==> config.mk <==
export PLATFORM = sky130hd
export DESIGN_NAME = conv2d_out_streamer
export DESIGN_NICKNAME = d
export VERILOG_FILES = /design/src/rtl/conv_pkg.sv /design/src/rtl/requant_sat.sv /design/src/rtl/conv2d_out_streamer.sv
export SDC_FILE = /design/constraint.sdc
export NUM_CORES = 1
export LEC_CHECK = 0
export CAP_MARGIN = 30
export CORE_AREA = 2 2 110 112
export CTS_BUF_LIST = sky130_fd_sc_hd__clkbuf_2 sky130_fd_sc_hd__clkbuf_4 sky130_fd_sc_hd__clkbuf_8
export DETAILED_ROUTE_END_ITERATION = 12
export DIE_AREA = 0 0 112 114
export PLACE_DENSITY = 0.72
export SYNTH_ARGS = -nofsm -noshare
export SYNTH_HDL_FRONTEND = slang
export SYNTH_SLANG_ARGS = --single-unit
export TNS_END_PERCENT = 20
==> constraint.sdc <==
create_clock -name clk -period 8.1 [get_ports clk]
set_input_delay 1.62 -clock clk [delete_from_list [all_inputs] [get_ports clk]]
set_output_delay 1.62 -clock clk [all_outputs]
set_load 0.01 [all_outputs]
==> src/rtl/conv_pkg.sv <==
// Shared types and helpers for the conv2d output path.
// Latency: none (types and constant functions only).
// Backpressure: not applicable.
package conv_pkg;

    typedef enum logic {
        ST_IDLE   = 1'b0,
        ST_STREAM = 1'b1
    } state_e;

    localparam int SAT_W = 64;

    function automatic int idx_width(input int n);
        return (n > 1) ? $clog2(n) : 1;
    endfunction

    // Clamp a sign-extended value into the range of an out_w-bit signed number.
    function automatic logic signed [SAT_W-1:0] sat_signed(
        input logic signed [SAT_W-1:0] v,
        input int                      out_w
    );
        logic signed [SAT_W-1:0] hi;
        logic signed [SAT_W-1:0] lo;
        hi = (64'sd1 <<< (out_w - 1)) - 64'sd1;
        lo = -(64'sd1 <<< (out_w - 1));
        if (v > hi)
            return hi;
        else if (v < lo)
            return lo;
        else
            return v;
    endfunction

endpackage

==> src/rtl/requant_sat.sv <==
// Requantizes one element: optional ReLU, arithmetic right shift, signed saturation.
// Latency: purely combinational.
// Backpressure: not applicable.
module requant_sat
    import conv_pkg::*;
#(
    parameter int DATA_WIDTH     = 32,
    parameter int OUT_DATA_WIDTH = 8,
    parameter int SHIFT          = 0,
    parameter int RELU_EN        = 1
) (
    input  logic signed [DATA_WIDTH-1:0]     x,
    output logic signed [OUT_DATA_WIDTH-1:0] y
);

    logic signed [DATA_WIDTH-1:0] xr;
    logic signed [DATA_WIDTH-1:0] xs;

    always_comb begin
        xr = ((RELU_EN != 0) && x[DATA_WIDTH-1]) ? '0 : x;
        xs = xr >>> SHIFT;
        y  = OUT_DATA_WIDTH'(sat_signed(SAT_W'(xs), OUT_DATA_WIDTH));
    end

endmodule

==> src/rtl/conv2d_out_streamer.sv <==
// Captures a whole flattened conv tensor and streams requantized elements one per beat.
// Latency: beat 0 valid the cycle after capture; one beat per cycle with m_ready held high.
// Backpressure: m_valid/m_data/m_index/m_last hold while m_ready is low; in_ready low while streaming.
module conv2d_out_streamer
    import conv_pkg::*;
#(
    parameter int BATCH_SIZE     = 1,
    parameter int OUT_CHANNELS   = 1,
    parameter int OUT_HEIGHT     = 2,
    parameter int OUT_WIDTH      = 2,
    parameter int DATA_WIDTH     = 32,
    parameter int OUT_DATA_WIDTH = 8,
    parameter int SHIFT          = 0,
    parameter int RELU_EN        = 1,
    localparam int N             = BATCH_SIZE * OUT_CHANNELS * OUT_HEIGHT * OUT_WIDTH,
    localparam int IDX_W         = idx_width(N)
) (
    input  logic                      clk,
    input  logic                      rst_n,
    input  logic                      in_valid,
    output logic                      in_ready,
    input  logic [N*DATA_WIDTH-1:0]   tensor_flat,
    output logic                      m_valid,
    input  logic                      m_ready,
    output logic [OUT_DATA_WIDTH-1:0] m_data,
    output logic [IDX_W-1:0]          m_index,
    output logic                      m_last,
    output logic                      busy
);

    localparam logic [IDX_W-1:0] LAST_IDX = IDX_W'(N - 1);

    state_e                      state_q;
    state_e                      state_d;
    logic [DATA_WIDTH-1:0]       tensor_q [N];
    logic [IDX_W-1:0]            nxt_idx;
    logic [IDX_W-1:0]            sel_idx;
    logic signed [DATA_WIDTH-1:0]     rq_x;
    logic signed [OUT_DATA_WIDTH-1:0] rq_y;
    logic                        capture;
    logic                        advance;
    logic                        finish;

    always_ff @(posedge clk or negedge rst_n) begin
        if (!rst_n)
            state_q <= ST_IDLE;
        else
            state_q <= state_d;
    end

    always_comb begin
        state_d = state_q;
        case (state_q)
            ST_IDLE:   if (in_valid)                   state_d = ST_STREAM;
            ST_STREAM: if (m_valid && m_ready && m_last) state_d = ST_IDLE;
            default:                                   state_d = ST_IDLE;
        endcase
    end

    always_comb begin
        in_ready = (state_q == ST_IDLE);
        capture  = in_ready && in_valid;
        advance  = (state_q == ST_STREAM) && m_valid && m_ready && !m_last;
        finish   = (state_q == ST_STREAM) && m_valid && m_ready && m_last;
    end

    // Beat 0 comes straight off the input bus since the buffer is written on the same edge.
    always_comb begin
        nxt_idx = m_index + 1'b1;
        sel_idx = (m_index == LAST_IDX) ? '0 : nxt_idx;
        rq_x    = in_ready ? $signed(tensor_flat[DATA_WIDTH-1:0]) : $signed(tensor_q[sel_idx]);
    end

    requant_sat #(
        .DATA_WIDTH     (DATA_WIDTH),
        .OUT_DATA_WIDTH (OUT_DATA_WIDTH),
        .SHIFT          (SHIFT),
        .RELU_EN        (RELU_EN)
    ) u_requant (
        .x (rq_x),
        .y (rq_y)
    );

    always_ff @(posedge clk) begin
        if (capture) begin
            for (int i = 0; i < N; i++)
                tensor_q[i] <= tensor_flat[i*DATA_WIDTH +: DATA_WIDTH];
        end
    end

    always_ff @(posedge clk or negedge rst_n) begin
        if (!rst_n) begin
            m_valid <= 1'b0;
            m_data  <= '0;
            m_index <= '0;
            m_last  <= 1'b0;
            busy    <= 1'b0;
        end else begin
            busy <= (state_d == ST_STREAM);
            if (capture) begin
                m_valid <= 1'b1;
                m_data  <= rq_y;
                m_index <= '0;
                m_last  <= (N == 1);
            end else if (advance) begin
                m_data  <= rq_y;
                m_index <= nxt_idx;
                m_last  <= (nxt_idx == LAST_IDX);
            end else if (finish) begin
                m_valid <= 1'b0;
                m_index <= '0;
                m_last  <= 1'b0;
            end
        end
    end

endmodule

==> results of run 1 <==
==> placed cells by master (no fill, tap or decap), types with 2 or more instances in the layout <==
master / n
sky130_fd_sc_hd__a21oi_1: 11
sky130_fd_sc_hd__a31oi_1: 8
sky130_fd_sc_hd__and2_1: 2
sky130_fd_sc_hd__buf_4: 3
sky130_fd_sc_hd__bufinv_16: 2
sky130_fd_sc_hd__clkbuf_8: 17
sky130_fd_sc_hd__clkdlybuf4s50_1: 145
sky130_fd_sc_hd__clkinv_1: 3
sky130_fd_sc_hd__clkinv_2: 4
sky130_fd_sc_hd__clkinvlp_4: 5
sky130_fd_sc_hd__dfrtp_1: 13
sky130_fd_sc_hd__edfxtp_1: 128
sky130_fd_sc_hd__ha_1: 2
sky130_fd_sc_hd__inv_1: 3
sky130_fd_sc_hd__mux2i_1: 7
sky130_fd_sc_hd__mux4_1: 2
sky130_fd_sc_hd__mux4_2: 8
sky130_fd_sc_hd__nand2_1: 3
sky130_fd_sc_hd__nand3_1: 4
sky130_fd_sc_hd__nand4_1: 6
sky130_fd_sc_hd__nor2_1: 16
sky130_fd_sc_hd__nor3_1: 8
sky130_fd_sc_hd__nor4_1: 18
sky130_fd_sc_hd__nor4b_1: 2
sky130_fd_sc_hd__or3_1: 3
sky130_fd_sc_hd__or4_1: 2
==> power groups by stage <==
stage	Clock, mW	Combinational (mW)	Sequential, mW
after floorplan	0	0.220	0.922
after detailed placement	0	0.423	0.915
after global routing	0.562	0.448	0.906
after CTS	0.533	0.424	0.899
after global placement	0	0.419	0.911
final	0.515	0.412	0.899
==> final cells by class <==
cell class	count	area, um^2	share of cell area [%]
Inverter	3	11.26	0.1578
Clock inverter	14	128.9	1.805
Timing Repair Buffer	148	1474	20.65
Sequential cell	141	4169	58.40
Clock buffer	17	234.0	3.278
Tap cell	147	183.9	2.577
Multi-Input combinational cell	118	937.1	13.13
==> worst reg2reg max path: cells and delay by family, from the launching register on <==
kind / cells / cell delay (ns)
buffers and inverters: 3 / 1.69
flip-flops: 1 / 0.53
AND/OR/NAND/NOR: 1 / 0.13
==> Yosys cell counts (all sizes together) (3+ instances only) <==
cell type / n
edfxtp: 128
nor4: 18
nor2: 17
dfrtp: 13
a21oi: 11
mux4: 10
a31oi: 9
nor3: 8
mux2i: 7
nand4: 6
buf: 4
clkbuf: 4
nand3: 4
inv: 3
nand2: 3
or3: 3
==> kinds of logic after synthesis <==
family | Yosys count | share of synthesized area [%]
multiplexers | 17 | 5.887
AND/OR/NAND/NOR | 70 | 7.614
AO/OA/AOI/OAI | 29 | 4.087
adder cells (fa/ha/maj) | 2 | 0.4864
flip-flops | 141 | 81.05
buffers and inverters | 11 | 0.8754
==> state kept, by name (all words and copies together) (netlist names) <==
register / cells
tensor_q: 128
m_data: 8
m_index: 2
busy: 1
m_last: 1
m_valid: 1
==> through the flow <==
step | util (%) | std cells | power [mW] | setup WS, ns | hold slack (ns)
floorplan | - | 270 | 1.142 | 1.416 | 0.5241
global route | 60.95 | 588 | 1.916 | 4.296 | 0.5634
global placement | 57.85 | 557 | 1.330 | 4.025 | 0.5162
CTS | 60.95 | 588 | 1.856 | 4.408 | 0.5324
finish | 60.95 | 588 | 1.826 | 4.443 | 0.5251
detailed placement | 57.85 | 557 | 1.338 | 3.947 | 0.5051
==> per-layer routing <==
| metal | vias to the layer above | global-route usage (%) | wire length, um |
|---|---|---|---|
| met2 | 113 | 28.93 | 5419 |
| met5 | - | 0 | 0 |
| met1 | 1462 | 20.48 | 4224 |
| li1 | 1418 | - | - |
| met3 | 5 | 6.376 | 757 |
| met4 | 0 | 5.854 | 66 |
==> final timing paths <==
kind,slack [ns],cells past startpoint,from,end
max in group asynchronous,6.11,1,rst_n,m_data[5]$_DFFE_PN0P_
worst max register to register,5.36,4,busy$_DFF_PN0_,tensor_q[3][11]$_DFFE_PP_
min in group asynchronous,1.58,1,rst_n,m_index[0]$_DFFE_PN0P_
worst min register to register,0.53,1,m_data[7]$_DFFE_PN0P_,m_data[7]$_DFFE_PN0P_
worst max-delay path,4.44,4,in_valid,tensor_q[3][11]$_DFFE_PP_
worst min-delay path,0.53,1,m_data[7]$_DFFE_PN0P_,m_data[7]$_DFFE_PN0P_
==> impl_metrics.yaml, run 1 <==
outcome:
  outcome: "complete, no violations"
timing:
  rsz_0062_raised_after_global_routing: "no"
  worst_slew_margin_rel_pct: 44.26
  finalSetupTns_ns: 0
  timing.fmax_ghz: 0.2734
  clock_skew_ns: 0.009307
  clock_period_minus_final_worst_setup_slack_ns: 3.657
  fin_crit_sh_pct: 45.15
  setup_violations: 0
  hold_viol: 0
  tightest_slew_ns: 0.8362
  final_slew_violations: 0
route:
  first_drt_pass_iteration_count: 5
  route.antenna.remaining_nets: 0
  viasPerCell: 5.099
  drt_iter0_markers: 162
  drc: 0
  routed-via-count: 2998
  routedWlPerCell_um: 17.80
  wl_um: 10470
floorplanning:
  io_pins: 146
  die-area_um2: 12770
  floorplan.core_area_um2: 11710
  initial_utilization_pct: 43.92
  die-width_um: 112
  placement_rows: 40
  floorplan.die.height_um: 114
logic_synthesis:
  synth_top_area_share_pct: 74.73
  synth_enable_flop_cells: 128
  ys_types: 37
  mappedNetlistArea_um2: 5144
  register_bit_total_from_synthesis: 141
  synth-warning-count: 0
  post_syn_instances: 270
  async_flop_share_pct: 9.220
  synth-seq-area-share_pct: 81.05
  ys_top_cells_by_area: "sky130_fd_sc_hd__edfxtp_1, sky130_fd_sc_hd__dfrtp_1, sky130_fd_sc_hd__mux4_2"
  synth_top_area_cell: "sky130_fd_sc_hd__edfxtp_1"
  synth_flop_cell: "sky130_fd_sc_hd__edfxtp_1"
  mappedNetlistNets: 404
  post_synth.cell_area_avg_um2: 19.05
cells_and_area:
  share_of_final_layout_standard_cells_stronger_than_drive_strength_1_pct: 10.43
  final.fill_count: 901
  final_cell_area_um2: 7138
  area_growth_pct: 38.77
  finalNetCount: 563
  diodes_inserted: 0
clocking:
  clkSinkCount: 141
  root_buffer: "sky130_fd_sc_hd__clkbuf_8"
  clkLatencyLatePin_ns: 0.42
  numCtsBuffers: 17
  cts_tree: "done"
  cts.htree.levels: 4
  cts_resized: 0
  postCtsSetupRepairBufs: 0
  cts_buffer_depth: 2
  worst_setup_hold_path_clk_slew_ns: 0.07
  post_cts_hold_buffer_count: 0
setup_path:
  crit_path_frequent_cell: "sky130_fd_sc_hd__buf_4"
  worst_setup_path_end_kind: "register"
  critical_path_arrival_ns: 3.70
  timing.critical_path.required_ns: 8.15
  path_delay_family: "buffers and inverters"
  startpoint_type: "primary input"
  cp_max_fo: 69
  crit_slowest_cell: "sky130_fd_sc_hd__buf_4"
  path_class: "in2reg"
  worstPathCellList: "clkdlybuf4s50_1 -> nor2b_4 -> buf_4 -> buf_4"
  cpPeakStageDelay_ns: 0.79
  cp_num_buf_inv: 3
grt:
  number_of_global_route_vias_before_repair: 3201
  grt_antenna_before_repair: 0
  grt_overflow_total: 0
  global_route.usage.total_pct: 17.12
  grt_max_degree: 70
  grt_first_pass_wirelength_um: 16330
power:
  p_comb_share_pct: 22.6
  power.sequential.fraction_pct: 49.2
  pwr_per_cell_area_nw_per_um2: 255.8
  netSwitchingFraction_pct: 26.45
  netSwitchingPower_mw: 0.4829
  power.leakage_nw: 2.388
  power_frac_clock_pct: 28.2
  vdd.ir_drop.worst_mv: 0.1329
  power.internal_mw: 1.343
run:
  cap_violations: 0
worst_hold_path:
  min_path_type: "reg2reg"
placed_design:
  gp_routability_congestion: 0.7390
  hpwl_um: 7397
  portBuffers: 145
  dpl-instance-area_um2: 6775
Power figures use the tool's default switching activity.
==> run 2, diff against run 1 <==
CORE_AREA = 2 2 112 114   (was 2 2 110 112)
DIE_AREA = 0 0 114 116   (was 0 0 112 114)
PLACE_DENSITY = 0.73   (was 0.72)
clock period = 3 ns   (was 8.1 ns; I/O delays follow)
==> impl_metrics.yaml, run 2 (synthesis gave the netlist of run 1 again) <==
outcome:
  outcome: "complete, no violations"
floorplanning:
  io_pins: 146
  die-width_um: 114
  die-area_um2: 13220
  placement_rows: 40
  initial_utilization_pct: 43.18
  floorplan.die.height_um: 116
  floorplan.core_area_um2: 11910
route:
  route.antenna.remaining_nets: 0
  viasPerCell: 5.168
  first_drt_pass_iteration_count: 4
  routedWlPerCell_um: 17.98
  drc: 0
  routed-via-count: 3044
  drt_iter0_markers: 205
  wl_um: 10590
cells_and_area:
  largest-register: "tensor_q"
  final_cell_area_um2: 7207
  diodes_inserted: 0
  area_growth_pct: 40.11
  final_cell_mix: "sky130_fd_sc_hd__clkdlybuf4s50_1, sky130_fd_sc_hd__edfxtp_1, sky130_fd_sc_hd__nor4_1"
  final.fill_count: 898
  mostFrequentLayoutCell: "sky130_fd_sc_hd__clkdlybuf4s50_1"
  share_of_final_layout_standard_cells_stronger_than_drive_strength_1_pct: 10.86
  post-route-util_pct: 60.50
  finalNetCount: 565
  final_cell_count_no_fill: 589
  top_regs: "tensor_q x128, m_data x8, m_index x2"
  largest_register_ff_count: 128
setup_path:
  worst_setup_path_end_kind: "register"
  critical_path_arrival_ns: 2.74
  reg2reg_setup_slack_ns: 0.62
  startpoint_type: "register"
  path_class: "reg2reg"
  timing.critical_path.required_ns: 3.36
  cp_max_fo: 10
power:
  power.leakage_nw: 2.439
  vdd.ir_drop.worst_mv: 0.3140
  design_power_total_mw: 5.118
  pwr_per_cell_area_nw_per_um2: 710.2
clocking:
  post_cts_hold_buffer_count: 0
  cts_tree: "done"
  postCtsSetupRepairBufs: 0
  worst_setup_hold_path_clk_slew_ns: 0.08
  cts.htree.levels: 4
  clkSinkCount: 141
  clkLatencyLatePin_ns: 0.44
  cts_buffer_depth: 2
  root_buffer: "sky130_fd_sc_hd__clkbuf_8"
  numCtsBuffers: 17
  cts_resized: 0
timing:
  worst_slew_margin_rel_pct: 53.45
  finalSetupTns_ns: 0
  hold-worst-slack_ns: 0.5125
  hold_viol: 0
  post-route-worst-setup-slack_ns: 0.6197
  clock_skew_ns: 0.008551
  timing.fmax_ghz: 0.4201
  setup_violations: 0
  fin_crit_sh_pct: 79.34
  tightest_slew_ns: 0.6983
  final_slew_violations: 0
  clock_period_minus_final_worst_setup_slack_ns: 2.380
  rsz_0062_raised_after_global_routing: "no"
placed_design:
  post-place-ws_ns: 0.6047
  gp_routability_congestion: 0.7941
  dpl.cell_count: 559
  portBuffers: 145
  dpl-instance-area_um2: 6803
  hpwl_um: 7497
run:
  cap_violations: 0
grt:
  number_of_global_route_vias_before_repair: 3206
  grt_overflow_total: 0
  grt_antenna_before_repair: 0
  grt_max_degree: 132
  grt_first_pass_wirelength_um: 16040
  global_route.usage.total_pct: 16.82
worst_hold_path:
  min_path_type: "reg2reg"
==> run 2: per-layer routing <==
metal / vias up / wire length [um] / GRT usage [%]
met3: 18 / 768 / 6.956
met1: 1490 / 4243 / 19.31
met2: 113 / 5390 / 28.02
met4: 0 / 189 / 7.154
met5: - / 0 / 0
li1: 1423 / - / -
==> run 2: layout make-up <==
| class | instances | area [um^2] | share of cell area [%] |
|---|---|---|---|
| tap | 147 | 183.9 | 2.552 |
| timing repair buffer | 150 | 1501 | 20.83 |
| inverter | 3 | 11.26 | 0.1563 |
| multi-input combinational | 118 | 937.1 | 13.00 |
| clock inverter | 10 | 147.6 | 2.049 |
| clock buffer | 20 | 256.5 | 3.559 |
| sequential | 141 | 4169 | 57.85 |
==> run 2: worst max-delay path: stages, from the launching register on <==
cell and delay (ns):
sky130_fd_sc_hd__dfrtp_1 0.45, sky130_fd_sc_hd__ha_1 0.26, sky130_fd_sc_hd__nor2_4 0.30, sky130_fd_sc_hd__mux4_2 0.61
sky130_fd_sc_hd__a211oi_4 0.40, sky130_fd_sc_hd__a21oi_1 0.09, sky130_fd_sc_hd__a31oi_1 0.17
==> run 2: power breakdown <==
group	total (mW)	switching (mW)	leakage, nW	internal, mW
logic	1.13	0.529	0.908	0.602
registers	2.43	0.0953	1.32	2.33
clock network	1.56	0.649	0.211	0.912
==> run 2: worst paths after layout <==
kind | from | end | depth (start not counted)
setup / recovery | m_index[0]$_DFFE_PN0P_ | m_data[4]$_DFFE_PN0P_ | 6
hold / removal | m_data[7]$_DFFE_PN0P_ | m_data[7]$_DFFE_PN0P_ | 1
setup reg to reg | m_index[0]$_DFFE_PN0P_ | m_data[4]$_DFFE_PN0P_ | 6
hold reg to reg | m_data[7]$_DFFE_PN0P_ | m_data[7]$_DFFE_PN0P_ | 1
max in group asynchronous | rst_n | m_data[7]$_DFFE_PN0P_ | 1
min in group asynchronous | rst_n | m_index[0]$_DFFE_PN0P_ | 1
